==> src/rtl/vdp_io_pkg.sv <==
// Shared types and constants for the VDP I/O write queue.
package vdp_io_pkg;

    localparam int unsigned DEPTH_DEFAULT = 8;
    localparam int unsigned PORT_W        = 2;
    localparam int unsigned DATA_W        = 8;

    typedef struct packed {
        logic [PORT_W-1:0] port;
        logic [DATA_W-1:0] data;
    } io_entry_t;

    typedef enum logic [1:0] {
        ST_IDLE          = 2'd0,
        ST_WR_ISSUE      = 2'd1,
        ST_RD_WAIT_DRAIN = 2'd2,
        ST_RD_ISSUE      = 2'd3
    } io_state_t;

endpackage

==> src/rtl/vdp_io_queue_if.sv <==
// CPU-side and VDP-side signals of the I/O queue; the queue is the slave, its environment the master.
interface vdp_io_queue_if;
    import vdp_io_pkg::*;

    logic              cpu_req;
    logic              cpu_wr;
    logic [PORT_W-1:0] cpu_port;
    logic [DATA_W-1:0] cpu_wdata;
    logic [DATA_W-1:0] cpu_rdata;
    logic              cpu_rd_valid;
    logic              cpu_busy;
    logic              q_full;
    logic              vdp_io_req;
    logic              vdp_io_wr;
    logic [PORT_W-1:0] vdp_port;
    logic [DATA_W-1:0] vdp_data_out;
    logic [DATA_W-1:0] vdp_data_in;
    logic              vdp_ack;

    modport master (
        output cpu_req, cpu_wr, cpu_port, cpu_wdata, vdp_data_in, vdp_ack,
        input  cpu_rdata, cpu_rd_valid, cpu_busy, q_full,
               vdp_io_req, vdp_io_wr, vdp_port, vdp_data_out
    );

    modport slave (
        input  cpu_req, cpu_wr, cpu_port, cpu_wdata, vdp_data_in, vdp_ack,
        output cpu_rdata, cpu_rd_valid, cpu_busy, q_full,
               vdp_io_req, vdp_io_wr, vdp_port, vdp_data_out
    );

endinterface

==> src/rtl/vdp_io_fifo.sv <==
// Synchronous FIFO of {port, data} write entries; a push on a full queue is taken when a pop coincides.
module vdp_io_fifo
    import vdp_io_pkg::*;
#(
    parameter int unsigned DEPTH = DEPTH_DEFAULT
) (
    input  logic                   clk,
    input  logic                   reset,
    input  logic                   push_i,
    input  io_entry_t              push_data_i,
    input  logic                   pop_i,
    output io_entry_t              head_c_o,
    output logic                   full_o,
    output logic                   empty_o,
    output logic [$clog2(DEPTH):0] count_o
);

    localparam int unsigned PTR_W = $clog2(DEPTH);
    localparam int unsigned CNT_W = PTR_W + 1;

    io_entry_t        mem_q [DEPTH];
    logic [PTR_W-1:0] wr_ptr_q, wr_ptr_d;
    logic [PTR_W-1:0] rd_ptr_q, rd_ptr_d;
    logic [CNT_W-1:0] count_q, count_d;
    logic             full_q, full_d;
    logic             empty_q, empty_d;
    logic             push_ok, pop_ok;

    // Pointer and occupancy update; pointers wrap naturally since DEPTH is a power of two.
    always_comb begin
        pop_ok   = pop_i & ~empty_q;
        push_ok  = push_i & (~full_q | pop_ok);
        wr_ptr_d = push_ok ? wr_ptr_q + PTR_W'(1) : wr_ptr_q;
        rd_ptr_d = pop_ok  ? rd_ptr_q + PTR_W'(1) : rd_ptr_q;
        count_d  = count_q + CNT_W'(push_ok) - CNT_W'(pop_ok);
        full_d   = (count_d == CNT_W'(DEPTH));
        empty_d  = (count_d == '0);
    end

    always_ff @(posedge clk) begin
        if (reset) begin
            wr_ptr_q <= '0;
            rd_ptr_q <= '0;
            count_q  <= '0;
            full_q   <= 1'b0;
            empty_q  <= 1'b1;
        end else begin
            wr_ptr_q <= wr_ptr_d;
            rd_ptr_q <= rd_ptr_d;
            count_q  <= count_d;
            full_q   <= full_d;
            empty_q  <= empty_d;
        end
    end

    always_ff @(posedge clk) begin
        if (push_ok) begin
            mem_q[wr_ptr_q] <= push_data_i;
        end
    end

    assign head_c_o = mem_q[rd_ptr_q];
    assign full_o   = full_q;
    assign empty_o  = empty_q;
    assign count_o  = count_q;

endmodule

==> src/rtl/vdp_io_queue.sv <==
// CPU-to-VDP port access sequencer: queues writes, orders reads behind earlier writes.
// Optional drop statistics outputs enabled by defining VDP_IO_QUEUE_DROP_STATS_EN.
module vdp_io_queue
    import vdp_io_pkg::*;
#(
    parameter int unsigned DEPTH = DEPTH_DEFAULT
) (
    input  logic           clk,
    input  logic           reset,
    vdp_io_queue_if.slave  bus
`ifdef VDP_IO_QUEUE_DROP_STATS_EN
    ,
    output logic           drop_flag,
    output logic [7:0]     drop_count
`endif
);

    localparam int unsigned CNT_W = $clog2(DEPTH) + 1;

    io_state_t         state_q, state_d;
    logic              req_q, req_d;
    logic              wr_q, wr_d;
    logic [PORT_W-1:0] port_q, port_d;
    logic [DATA_W-1:0] data_q, data_d;
    logic              busy_q, busy_d;
    logic              rd_valid_q, rd_valid_d;
    logic [DATA_W-1:0] rdata_q, rdata_d;
    logic [PORT_W-1:0] rd_port_q, rd_port_d;
    logic [CNT_W-1:0]  pre_cnt_q, pre_cnt_d;

    logic              wr_strobe, rd_strobe;
    logic              push, pop, wr_drop, rd_drop, rd_accept;
    io_entry_t         push_entry, head, issue_entry;
    logic              fifo_full, fifo_empty;
    logic [CNT_W-1:0]  fifo_count;

    always_comb begin
        wr_strobe   = bus.cpu_req & bus.cpu_wr;
        rd_strobe   = bus.cpu_req & ~bus.cpu_wr;
        pop         = (state_q == ST_WR_ISSUE) & bus.vdp_ack;
        push        = wr_strobe & (~fifo_full | pop);
        wr_drop     = wr_strobe & ~push;
        rd_accept   = rd_strobe & ~busy_q;
        rd_drop     = rd_strobe & busy_q;
        push_entry  = '{port: bus.cpu_port, data: bus.cpu_wdata};
        // A write into an empty queue is issued straight from the CPU bus.
        issue_entry = fifo_empty ? push_entry : head;
    end

    vdp_io_fifo #(
        .DEPTH (DEPTH)
    ) u_fifo (
        .clk         (clk),
        .reset       (reset),
        .push_i      (push),
        .push_data_i (push_entry),
        .pop_i       (pop),
        .head_c_o    (head),
        .full_o      (fifo_full),
        .empty_o     (fifo_empty),
        .count_o     (fifo_count)
    );

    // Next state and registered request/read-side outputs.
    always_comb begin
        state_d    = state_q;
        req_d      = req_q;
        wr_d       = wr_q;
        port_d     = port_q;
        data_d     = data_q;
        busy_d     = busy_q;
        rd_valid_d = 1'b0;
        rdata_d    = rdata_q;
        rd_port_d  = rd_port_q;
        pre_cnt_d  = pre_cnt_q;

        // pre_cnt counts queued writes that were ahead of the pending read.
        if (rd_accept) begin
            busy_d    = 1'b1;
            rd_port_d = bus.cpu_port;
            pre_cnt_d = fifo_count - CNT_W'(pop);
        end else if (busy_q && pop && (pre_cnt_q != '0)) begin
            pre_cnt_d = pre_cnt_q - CNT_W'(1);
        end

        case (state_q)
            ST_IDLE: begin
                if (rd_accept) begin
                    state_d = ST_RD_WAIT_DRAIN;
                end else if (~fifo_empty | push) begin
                    state_d = ST_WR_ISSUE;
                    req_d   = 1'b1;
                    wr_d    = 1'b1;
                    port_d  = issue_entry.port;
                    data_d  = issue_entry.data;
                end
            end
            ST_WR_ISSUE: begin
                if (bus.vdp_ack) begin
                    req_d   = 1'b0;
                    state_d = (busy_q | rd_accept) ? ST_RD_WAIT_DRAIN : ST_IDLE;
                end
            end
            ST_RD_WAIT_DRAIN: begin
                state_d = ST_WR_ISSUE;
                req_d   = 1'b1;
                if (pre_cnt_q == '0) begin
                    state_d = ST_RD_ISSUE;
                    wr_d    = 1'b0;
                    port_d  = rd_port_q;
                end else begin
                    wr_d    = 1'b1;
                    port_d  = head.port;
                    data_d  = head.data;
                end
            end
            ST_RD_ISSUE: begin
                if (bus.vdp_ack) begin
                    state_d    = ST_IDLE;
                    req_d      = 1'b0;
                    rdata_d    = bus.vdp_data_in;
                    rd_valid_d = 1'b1;
                    busy_d     = 1'b0;
                end
            end
            default: begin
                state_d = ST_IDLE;
                req_d   = 1'b0;
            end
        endcase
    end

    always_ff @(posedge clk) begin
        if (reset) begin
            state_q    <= ST_IDLE;
            req_q      <= 1'b0;
            wr_q       <= 1'b0;
            port_q     <= '0;
            data_q     <= '0;
            busy_q     <= 1'b0;
            rd_valid_q <= 1'b0;
            rdata_q    <= '0;
            rd_port_q  <= '0;
            pre_cnt_q  <= '0;
        end else begin
            state_q    <= state_d;
            req_q      <= req_d;
            wr_q       <= wr_d;
            port_q     <= port_d;
            data_q     <= data_d;
            busy_q     <= busy_d;
            rd_valid_q <= rd_valid_d;
            rdata_q    <= rdata_d;
            rd_port_q  <= rd_port_d;
            pre_cnt_q  <= pre_cnt_d;
        end
    end

    assign bus.vdp_io_req   = req_q;
    assign bus.vdp_io_wr    = wr_q;
    assign bus.vdp_port     = port_q;
    assign bus.vdp_data_out = data_q;
    assign bus.cpu_busy     = busy_q;
    assign bus.cpu_rd_valid = rd_valid_q;
    assign bus.cpu_rdata    = rdata_q;
    assign bus.q_full       = fifo_full;

`ifdef VDP_IO_QUEUE_DROP_STATS_EN
    logic       drop_flag_q, drop_flag_d;
    logic [7:0] drop_count_q, drop_count_d;

    // Sticky flag and saturating count of dropped writes and ignored reads.
    always_comb begin
        drop_flag_d  = drop_flag_q;
        drop_count_d = drop_count_q;
        if (wr_drop | rd_drop) begin
            drop_flag_d = 1'b1;
            if (drop_count_q != 8'hFF) begin
                drop_count_d = drop_count_q + 8'd1;
            end
        end
    end

    always_ff @(posedge clk) begin
        if (reset) begin
            drop_flag_q  <= 1'b0;
            drop_count_q <= '0;
        end else begin
            drop_flag_q  <= drop_flag_d;
            drop_count_q <= drop_count_d;
        end
    end

    assign drop_flag  = drop_flag_q;
    assign drop_count = drop_count_q;
`else
    logic unused_drop;
    assign unused_drop = wr_drop | rd_drop;
`endif

endmodule

==> src/flat_wrapper.sv <==
// flat-port wrapper written by rule: the top's interface ports become plain ports
module vdp_io_queue_flat import vdp_io_pkg::*;
#(
    parameter int unsigned DEPTH = DEPTH_DEFAULT
)
  (clk, reset, bus_cpu_req, bus_cpu_wr, bus_cpu_port, bus_cpu_wdata, bus_vdp_data_in, bus_vdp_ack, bus_cpu_rdata, bus_cpu_rd_valid, bus_cpu_busy, bus_q_full, bus_vdp_io_req, bus_vdp_io_wr, bus_vdp_port, bus_vdp_data_out);
  vdp_io_queue_if bus_i ();
  input  logic clk;
  input  logic reset;
  input wire logic [$bits(bus_i.cpu_req)-1:0] bus_cpu_req;
  input wire logic [$bits(bus_i.cpu_wr)-1:0] bus_cpu_wr;
  input wire logic [$bits(bus_i.cpu_port)-1:0] bus_cpu_port;
  input wire logic [$bits(bus_i.cpu_wdata)-1:0] bus_cpu_wdata;
  input wire logic [$bits(bus_i.vdp_data_in)-1:0] bus_vdp_data_in;
  input wire logic [$bits(bus_i.vdp_ack)-1:0] bus_vdp_ack;
  output wire logic [$bits(bus_i.cpu_rdata)-1:0] bus_cpu_rdata;
  output wire logic [$bits(bus_i.cpu_rd_valid)-1:0] bus_cpu_rd_valid;
  output wire logic [$bits(bus_i.cpu_busy)-1:0] bus_cpu_busy;
  output wire logic [$bits(bus_i.q_full)-1:0] bus_q_full;
  output wire logic [$bits(bus_i.vdp_io_req)-1:0] bus_vdp_io_req;
  output wire logic [$bits(bus_i.vdp_io_wr)-1:0] bus_vdp_io_wr;
  output wire logic [$bits(bus_i.vdp_port)-1:0] bus_vdp_port;
  output wire logic [$bits(bus_i.vdp_data_out)-1:0] bus_vdp_data_out;
  assign bus_i.cpu_req = bus_cpu_req;
  assign bus_i.cpu_wr = bus_cpu_wr;
  assign bus_i.cpu_port = bus_cpu_port;
  assign bus_i.cpu_wdata = bus_cpu_wdata;
  assign bus_i.vdp_data_in = bus_vdp_data_in;
  assign bus_i.vdp_ack = bus_vdp_ack;
  assign bus_cpu_rdata = bus_i.cpu_rdata;
  assign bus_cpu_rd_valid = bus_i.cpu_rd_valid;
  assign bus_cpu_busy = bus_i.cpu_busy;
  assign bus_q_full = bus_i.q_full;
  assign bus_vdp_io_req = bus_i.vdp_io_req;
  assign bus_vdp_io_wr = bus_i.vdp_io_wr;
  assign bus_vdp_port = bus_i.vdp_port;
  assign bus_vdp_data_out = bus_i.vdp_data_out;
  vdp_io_queue #(.DEPTH(DEPTH)) u_core (.clk(clk), .reset(reset), .bus(bus_i));
endmodule
==> config.mk <==
export PLATFORM = sky130hd
export DESIGN_NAME = vdp_io_queue_flat
export DESIGN_NICKNAME = d
export VERILOG_FILES = /design/src/rtl/vdp_io_pkg.sv /design/src/rtl/vdp_io_queue_if.sv /design/src/rtl/vdp_io_fifo.sv /design/src/rtl/vdp_io_queue.sv /design/src/flat_wrapper.sv
export SDC_FILE = /design/constraint.sdc
export NUM_CORES = 1
export LEC_CHECK = 0
export ABC_AREA = 1
export ABC_CLOCK_PERIOD_IN_PS = 2700
export CELL_PAD_IN_SITES_DETAIL_PLACEMENT = 1
export CELL_PAD_IN_SITES_GLOBAL_PLACEMENT = 2
export CORE_MARGIN = 3
export CORE_UTILIZATION = 35
export DETAILED_ROUTE_END_ITERATION = 16
export PLACE_DENSITY = 0.78
export SETUP_SLACK_MARGIN = 0.2
export SYNTH_ARGS = -nofsm -noshare
export SYNTH_HDL_FRONTEND = slang
export SYNTH_SLANG_ARGS = --single-unit
==> constraint.sdc <==
create_clock -name clk -period 2.7 [get_ports clk]
set_input_delay 0.27 -clock clk [delete_from_list [all_inputs] [get_ports clk]]
set_output_delay 0.27 -clock clk [all_outputs]
set_load 0.005 [all_outputs]
# After elaboration in Yosys (flattened, before gate mapping)
# Memories as Yosys holds them, arrays and structs flattened. A register that Yosys moved wholly into a read port is not among the register bits.
# Cells that the tools add are included.
[op_classes] muxes=32 n_reduce_logical=15 eq_ne=11 bitwise=16 addsub=6
[op_table] cell="2-to-1 mux 8 bit" n=3
[op_table] cell="2-to-1 mux 2 bit" n=9
[op_table] cell="one-hot mux 8 bit (2 select lines)" n=1
[op_table] cell="2-to-1 mux 1 bit" n=10
[op_table] cell="2-to-1 mux 10 bit" n=1
[op_table] cell="AND reduction 3 bit" n=3
[op_table] cell="zero test 4 bit" n=2
[op_table] cell="2-to-1 mux 4 bit" n=2
[op_table] cell="inequality test 2 bit, second input constant" n=4
[op_table] cell="one-hot mux 2 bit (4 select lines)" n=1
[op_table] cell="subtractor 4 x 1 -> 4 bit" n=2
[op_table] cell="AND 1 bit" n=7
[op_table] cell="adder 3 x 1 -> 3 bit, second input constant" n=2
[op_table] cell="2-to-1 mux 3 bit" n=2
[op_table] cell="inverter 1 bit" n=5
[op_table] cell="adder 4 x 1 -> 4 bit" n=1
[op_table] cell="equality test 2 bit, second input constant" n=2
[op_table] cell="equality test 4 bit, second input constant" n=1
[op_table] cell="inequality test 2 x 1 -> 1 bit, second input constant" n=2
[op_table] cell="bitwise OR 1 bit" n=4
[op_table] cell="one-hot mux 2 bit (2 select lines)" n=1
[op_table] cell="AND reduction 4 bit" n=1
[op_table] cell="nonzero test 2 bit" n=2
[op_table] cell="nonzero test 4 bit" n=1
[op_table] cell="9 further kinds" n=11
[word_totals] elab_cells=96 ff_bits=42 mem_count=1 mem_bits_rw=80 in_bits=23 output_inout_bits=23
[mem_list] name="u_core.u_fifo.mem_q" words=8 word_bits=10 read_ports=1 rd_clocked_by_memory_dff=1 write_ports=1 line_no="vdp_io_fifo.sv:21" source="io_entry_t mem_q [DEPTH];"

# Longest topological paths before layout
[logic_depth] ltp_word=8 mapped_depth=18 ltp_nobuf=18

# Hierarchy
# Synthesis repeated with hierarchy kept, for this count alone.
[hier_totals] cells_unflattened=580 hier_area_um2=5418.9
[by_module_without_submodules] mod="vdp_io_fifo" cells_each=337 area_per_inst_um2=3811.2 n_inst=1 seq_area_each_um2=2702.6
[by_module_without_submodules] mod="vdp_io_queue" cells_each=243 area_per_inst_um2=1607.8 n_inst=1 seq_area_each_um2=600.6

# Least setup slack after synthesis
# Ideal clock, no wire load.
[synth_timing] path_kind="register -> register" start="reg u_core.state_q[0]" end="reg u_core.u_fifo.empty_q (netlist: u_core.u_fifo.empty_o)" setup_slack_ps=493 path_buffers=0 setup_ps=56 stages_incl_launch_ff=16 t_arrival_ps=2151 required_ps=2644 period_less_slack_ps=2207 path_cell_list="dfxtp_1 > nand3_1 > inv_1 > nand2_1 > nand2_1 > nand2_2 > ha_1 > inv_1 > ha_1 > inv_1 > fa_1 > xnor2_1 > nand3_1 > nand2_1 > nand2_1 > inv_1"
[synth_between] elab_chain_len=8 elab_cells_between_ends=10 classes_between="add/sub: 2; eq/ne: 1; bitwise: 6; reduce/logical: 1"
[synth_rtl] element="from (decl)" line_no="vdp_io_queue.sv:20" source="io_state_t state_q, state_d;"
[synth_rtl] element="from (signal assigned)" line_no="vdp_io_queue.sv:146" source="state_q <= state_d;"
[synth_rtl] element="equality test 2 x 1 -> 1 bit *" line_no="vdp_io_queue.sv:40" source="pop = (state_q == ST_WR_ISSUE) & bus.vdp_ack;"
[synth_rtl] element="AND 1 bit *" line_no="vdp_io_queue.sv:40"
[synth_rtl] element="bitwise OR 1 bit or AND 1 bit (tied branches)" line_no="vdp_io_queue.sv:41, vdp_io_fifo.sv:31"
[synth_rtl] element="AND 1 bit or bitwise OR 1 bit (tied branches)" line_no="vdp_io_queue.sv:41, vdp_io_fifo.sv:32"
[synth_rtl] element="AND 1 bit" line_no="vdp_io_fifo.sv:32" source="push_ok = push_i & (~full_q | pop_ok);"
[synth_rtl] element="adder 4 x 1 -> 4 bit" line_no="vdp_io_fifo.sv:35" source="count_d = count_q + CNT_W'(push_ok) - CNT_W'(pop_ok);"
[synth_rtl] element="subtractor 4 x 1 -> 4 bit *" line_no="vdp_io_fifo.sv:35"
[synth_rtl] element="zero test 4 bit *" line_no="vdp_io_fifo.sv:37" source="empty_d = (count_d == '0);"
[synth_rtl] element="to (signal assigned)" line_no="vdp_io_fifo.sv:52" source="empty_q <= empty_d;"
[synth_rtl] element="to (decl)" line_no="vdp_io_fifo.sv:26" source="logic empty_q, empty_d;"
# Mark *: on every way between the ends. The rest lies on a longest branch, timed or not.
# A chain may end at the register's enable or synchronous reset.

# Worst setup path after layout
[layout_timing] start="reg u_core.state_q[1]" end="reg u_core.u_fifo.empty_q (netlist: u_core.u_fifo.empty_o)"
# Same word-level chain as after synthesis.

==> summary.txt <==
Critical path
  – Crit path cell chain: inv_1 -> nand3_2 -> inv_1 -> nand2_1 -> nand2_1 -> nand2_2 -> ha_1 -> inv_1 -> ha_2 -> inv_1 -> fa_1 -> xnor2_1 -> nand3_1 -> nand2_1 -> nand2_1 -> inv_1
  – Critical Path Fanout Max: 3
  – Startpoint type of the worst setup path: register
  – CP max stage delay: 0.38 ns
  – CP dominant cell by count: inv_1
  – Buf/Inv on CP: 5
  – CP Class: register to register
  – CP top delay family: adder cells
  – CP required: between 3 and 4 ns
  – Worst Setup End Kind: register
  – Critical Path AT: approximately 2.7 ns
  – Slowest-stage cell, CP: fa_1

Global route
  – Initial antenna violation count: 0
  – Global route total overflow: 0
  – Global-route wire length before repair: between 20000 and 25000 um
  – Largest net degree at the start of global routing: 30
  – Vias in the first global route: roughly 4500
  – GRT Total Usage: about 18%

Cells and area
  – Layout cells sized above 1: 9.48%
  – ANT cells: 0
  – Multi-input logic area: 0.00178 sq mm
  – Utilization after layout: a little under half
  – FF+latch area: 0.00330 sq mm
  – Area Overhead vs Synth: 24.1%
  – Non-Filler Cell Area, Final: approximately 0.0067 sq mm
  – Nets: around 700
  – Final cell count without fillers: ~860
  – Number of fill cells in the layout: 1720

Logic synthesis
  – Syn_nets: about 630
  – YS warnings: 0
  – Syn Std Cell Area: about 0.0054 sq mm
  – Mapped Cells: roughly 590
  – #FFs+latches synth: ~130
  – Sequential fraction of the synthesis area: approximately three fifths
  – Post-synthesis cell type count: 29
  – Syn_area_per_cell: 9.16 sq um

STA
  – Minimum clock period: between 2 and 2.5 ns
  – Tcrit/Tclk final: about 85%
  – Hold violation total from the final report: 0
  – RSZ-0062 raised after global routing: false
  – Setup ws final: between 0.3 and 0.4 ns
  – Relative slew slack: 42.7%
  – Max Clk Rate: roughly 430 MHz
  – Worst hold slack: roughly 0.41 ns
  – Fin. max-slew vios: 0
  – Final setup fails: 0
  – Worst Clk Skew: 0.00900 ns
  – Measured slew at the worst slew-check pin: between 0.8 and 0.9 ns

Place
  – Post-Place Cell Area: between 0.006 and 0.007 sq mm
  – Hpwl dp: 9410 um
  – Placer congestion estimate: 0.761
  – Placement Setup Slack: -0.00983 ns
  – Placed cells: roughly 830
  – PortBufs: 45

Route
  – Drt wl/cell: around 16 um
  – Final wirelength: approximately 14000 um
  – DR vias: between 4000 and 5000
  – Drt pass-1 iters: 4
  – Drt drc: 0
  – Final ANT Viol Nets: 0
  – Drt first-iter violations: approximately 280
  – DR vias/cell: just under 5

Power and ir drop
  – Seq pwr share: about two fifths
  – P per Cell Area: 895 mW/mm^2
  – Switching power total: between 1.5 and 2 mW
  – Int Pwr: roughly 4.2 mW
  – Switching Share: between 30% and 40%
  – Clock power share: between 30% and 40%
  – Worst VDD drop: approximately 0.43 mV
  – Comb power frac: between 20% and 30%
  – Leakage power: 2.79 nW

Clock network
  – Clk sink count: around 130
  – CTS buffer count: 17
  – Max Root-Sink Buffers: 2
  – CTS tree: yes
  – Post-CTS Setup Inserts: 0
  – Root Driver: clkbuf_16
  – Htree depth: 4
  – Clock Latency Late Sink: between 0.4 and 0.5 ns
  – Clk slew on worst S/H paths: approximately 0.05 ns

Status
  – Status: finished clean

Die
  – Die height: 131 um
  – Die X: roughly 130 um
  – Initial Util: 36.5%
  – Core Box Area: 0.0149 sq mm
  – Cell Rows: 44
  – Die area: approximately 0.017 sq mm
  – Num ports: 46

Hold path
  – Tightest Hold Check Type: input pin to register

Flow run
  – Max-cap violations: 0
==> worst min-delay path, cell delays in order <==
cell and delay (ns):
clkdlybuf4s50_1 0.40, nand2_1 0.07, nand2_1 0.04
==> power by group through the flow <==
stage                     Combinational [mW]  Sequential, mW  Clock (mW)
after floorplan                         1.01            2.37           0
after global placement                  1.55            2.37           0
after detailed placement                1.62            2.38           0
after CTS                               1.65            2.34        2.12
after global routing                    1.84            2.37        2.21
final                                   1.60            2.34        2.08
==> final timing paths <==
kind / start / end / slack [ns] / cells after the start
hold reg to reg: u_core.bus.vdp_io_req / u_core.bus.vdp_io_req / 0.46 / 2
setup / recovery: u_core.state_q[1] / u_core.u_fifo.empty_o / 0.40 / 16
setup reg to reg: u_core.state_q[1] / u_core.u_fifo.empty_o / 0.40 / 16
hold / removal: bus_vdp_data_in[1] / u_core.bus.cpu_rdata[1] / 0.41 / 3
==> registers in the layout (all words and copies together), names as in the netlist, named ones only <==
name                     cells
u_core.u_fifo.mem_q         80
u_core.bus.cpu_rdata         8
u_core.bus.vdp_data_out      8
u_core.pre_cnt_q             4
u_core.u_fifo.count_o        4
u_core.u_fifo.rd_ptr_q       3
u_core.u_fifo.wr_ptr_q       3
u_core.bus.vdp_port          2
u_core.rd_port_q             2
u_core.state_q               2
u_core.bus.cpu_busy          1
u_core.bus.cpu_rd_valid      1
u_core.bus.vdp_io_req        1
u_core.bus.vdp_io_wr         1
u_core.u_fifo.empty_o        1
u_core.u_fifo.full_o         1
==> placed cells by master (no fill, tap or decap) <==
cell,synthesis,final
nand2_1,184,184
edfxtp_1,80,80
nand3_1,77,76
inv_1,59,59
nor2_1,55,55
clkdlybuf4s50_1,0,45
dfxtp_1,45,44
buf_4,2,24
a21oi_1,19,19
clkbuf_16,0,17
o21ai_0,14,14
ha_1,10,9
clkinv_1,3,5
clkbuf_1,8,5
nand2_2,4,4
nor3_1,4,4
inv_2,3,3
xor2_1,3,3
clkinv_2,0,3
or2_0,2,2
xnor2_1,2,2
o211ai_1,2,2
clkinvlp_4,0,2
clkbuf_8,0,2
nand3_2,0,1
nor2_2,1,1
nand3b_1,1,1
nand3_4,1,1
nor2_8,1,1
inv_4,1,1
nand4_1,1,1
or2_2,1,1
fa_1,1,1
ha_2,0,1
bufinv_16,0,1
dfxtp_2,0,1
==> per-layer routing <==
metal / GRT usage (%) / up-vias / routed length, um
li1: - / 2072 / -
met1: 20.4 / 2068 / 6080
met2: 31.6 / 51 / 7470
met3: 4.72 / 14 / 383
met4: 5.69 / 0 / 218
met5: 0 / - / 0
==> final cells by class <==
class                   instances  share of cell area (%)
flip-flops and latches        125                    49.1
multi-input cells             383                    26.4
repair buffers                 69                    9.36
clock buffers                  24                    7.00
inverters                      66                    3.72
well taps                     184                    3.42
clock inverters                 8                    1.00
==> cell usage after synthesis (all sizes together) <==
library cell  instances  share of area, %
dfxtp                45                17
buf                  11               1.3
o211ai                2              0.28
a21oi                19               1.8
clkbuf                8              0.55
inv                  63               4.4
nor2                 57               4.3
nand3                78               7.4
nand4                 1              0.12
nand3b                1              0.14
edfxtp               80                44
nand2               188                13
fa                    1              0.37
xnor2                 2              0.32
nor3                  4              0.37
o21ai                14               1.3
xor2                  3              0.48
or2                   3              0.35
ha                   10               2.3
clkinv                3              0.21
==> logic make-up (layout without fill, tap and decap cells) <==
family                   after synthesis  in the layout  share of synthesized area, %
AO/OA/AOI/OAI                         35             35                          3.32
XOR/XNOR                               5              5                         0.807
adder cells (fa/ha/maj)               11             11                          2.67
buffers and inverters                 85            167                          6.50
flip-flops                           125            125                          60.8
AND/OR/NAND/NOR                      332            332                          25.9
==> per-stage QoR <==
step	setup TNS [ns]	power [mW]
after CTS	0	6.11
after global routing	0	6.42
after floorplan	0	3.37
after global placement	0	3.93
after detailed placement	-0.00983	4.00
final	0	6.03
==> timing repair <==
item,in CTS,in global routing
resized for setup,0,3
endpoints found under the setup margin,0,2
hold buffers,0,0
Power figures use the tool's default switching activity.
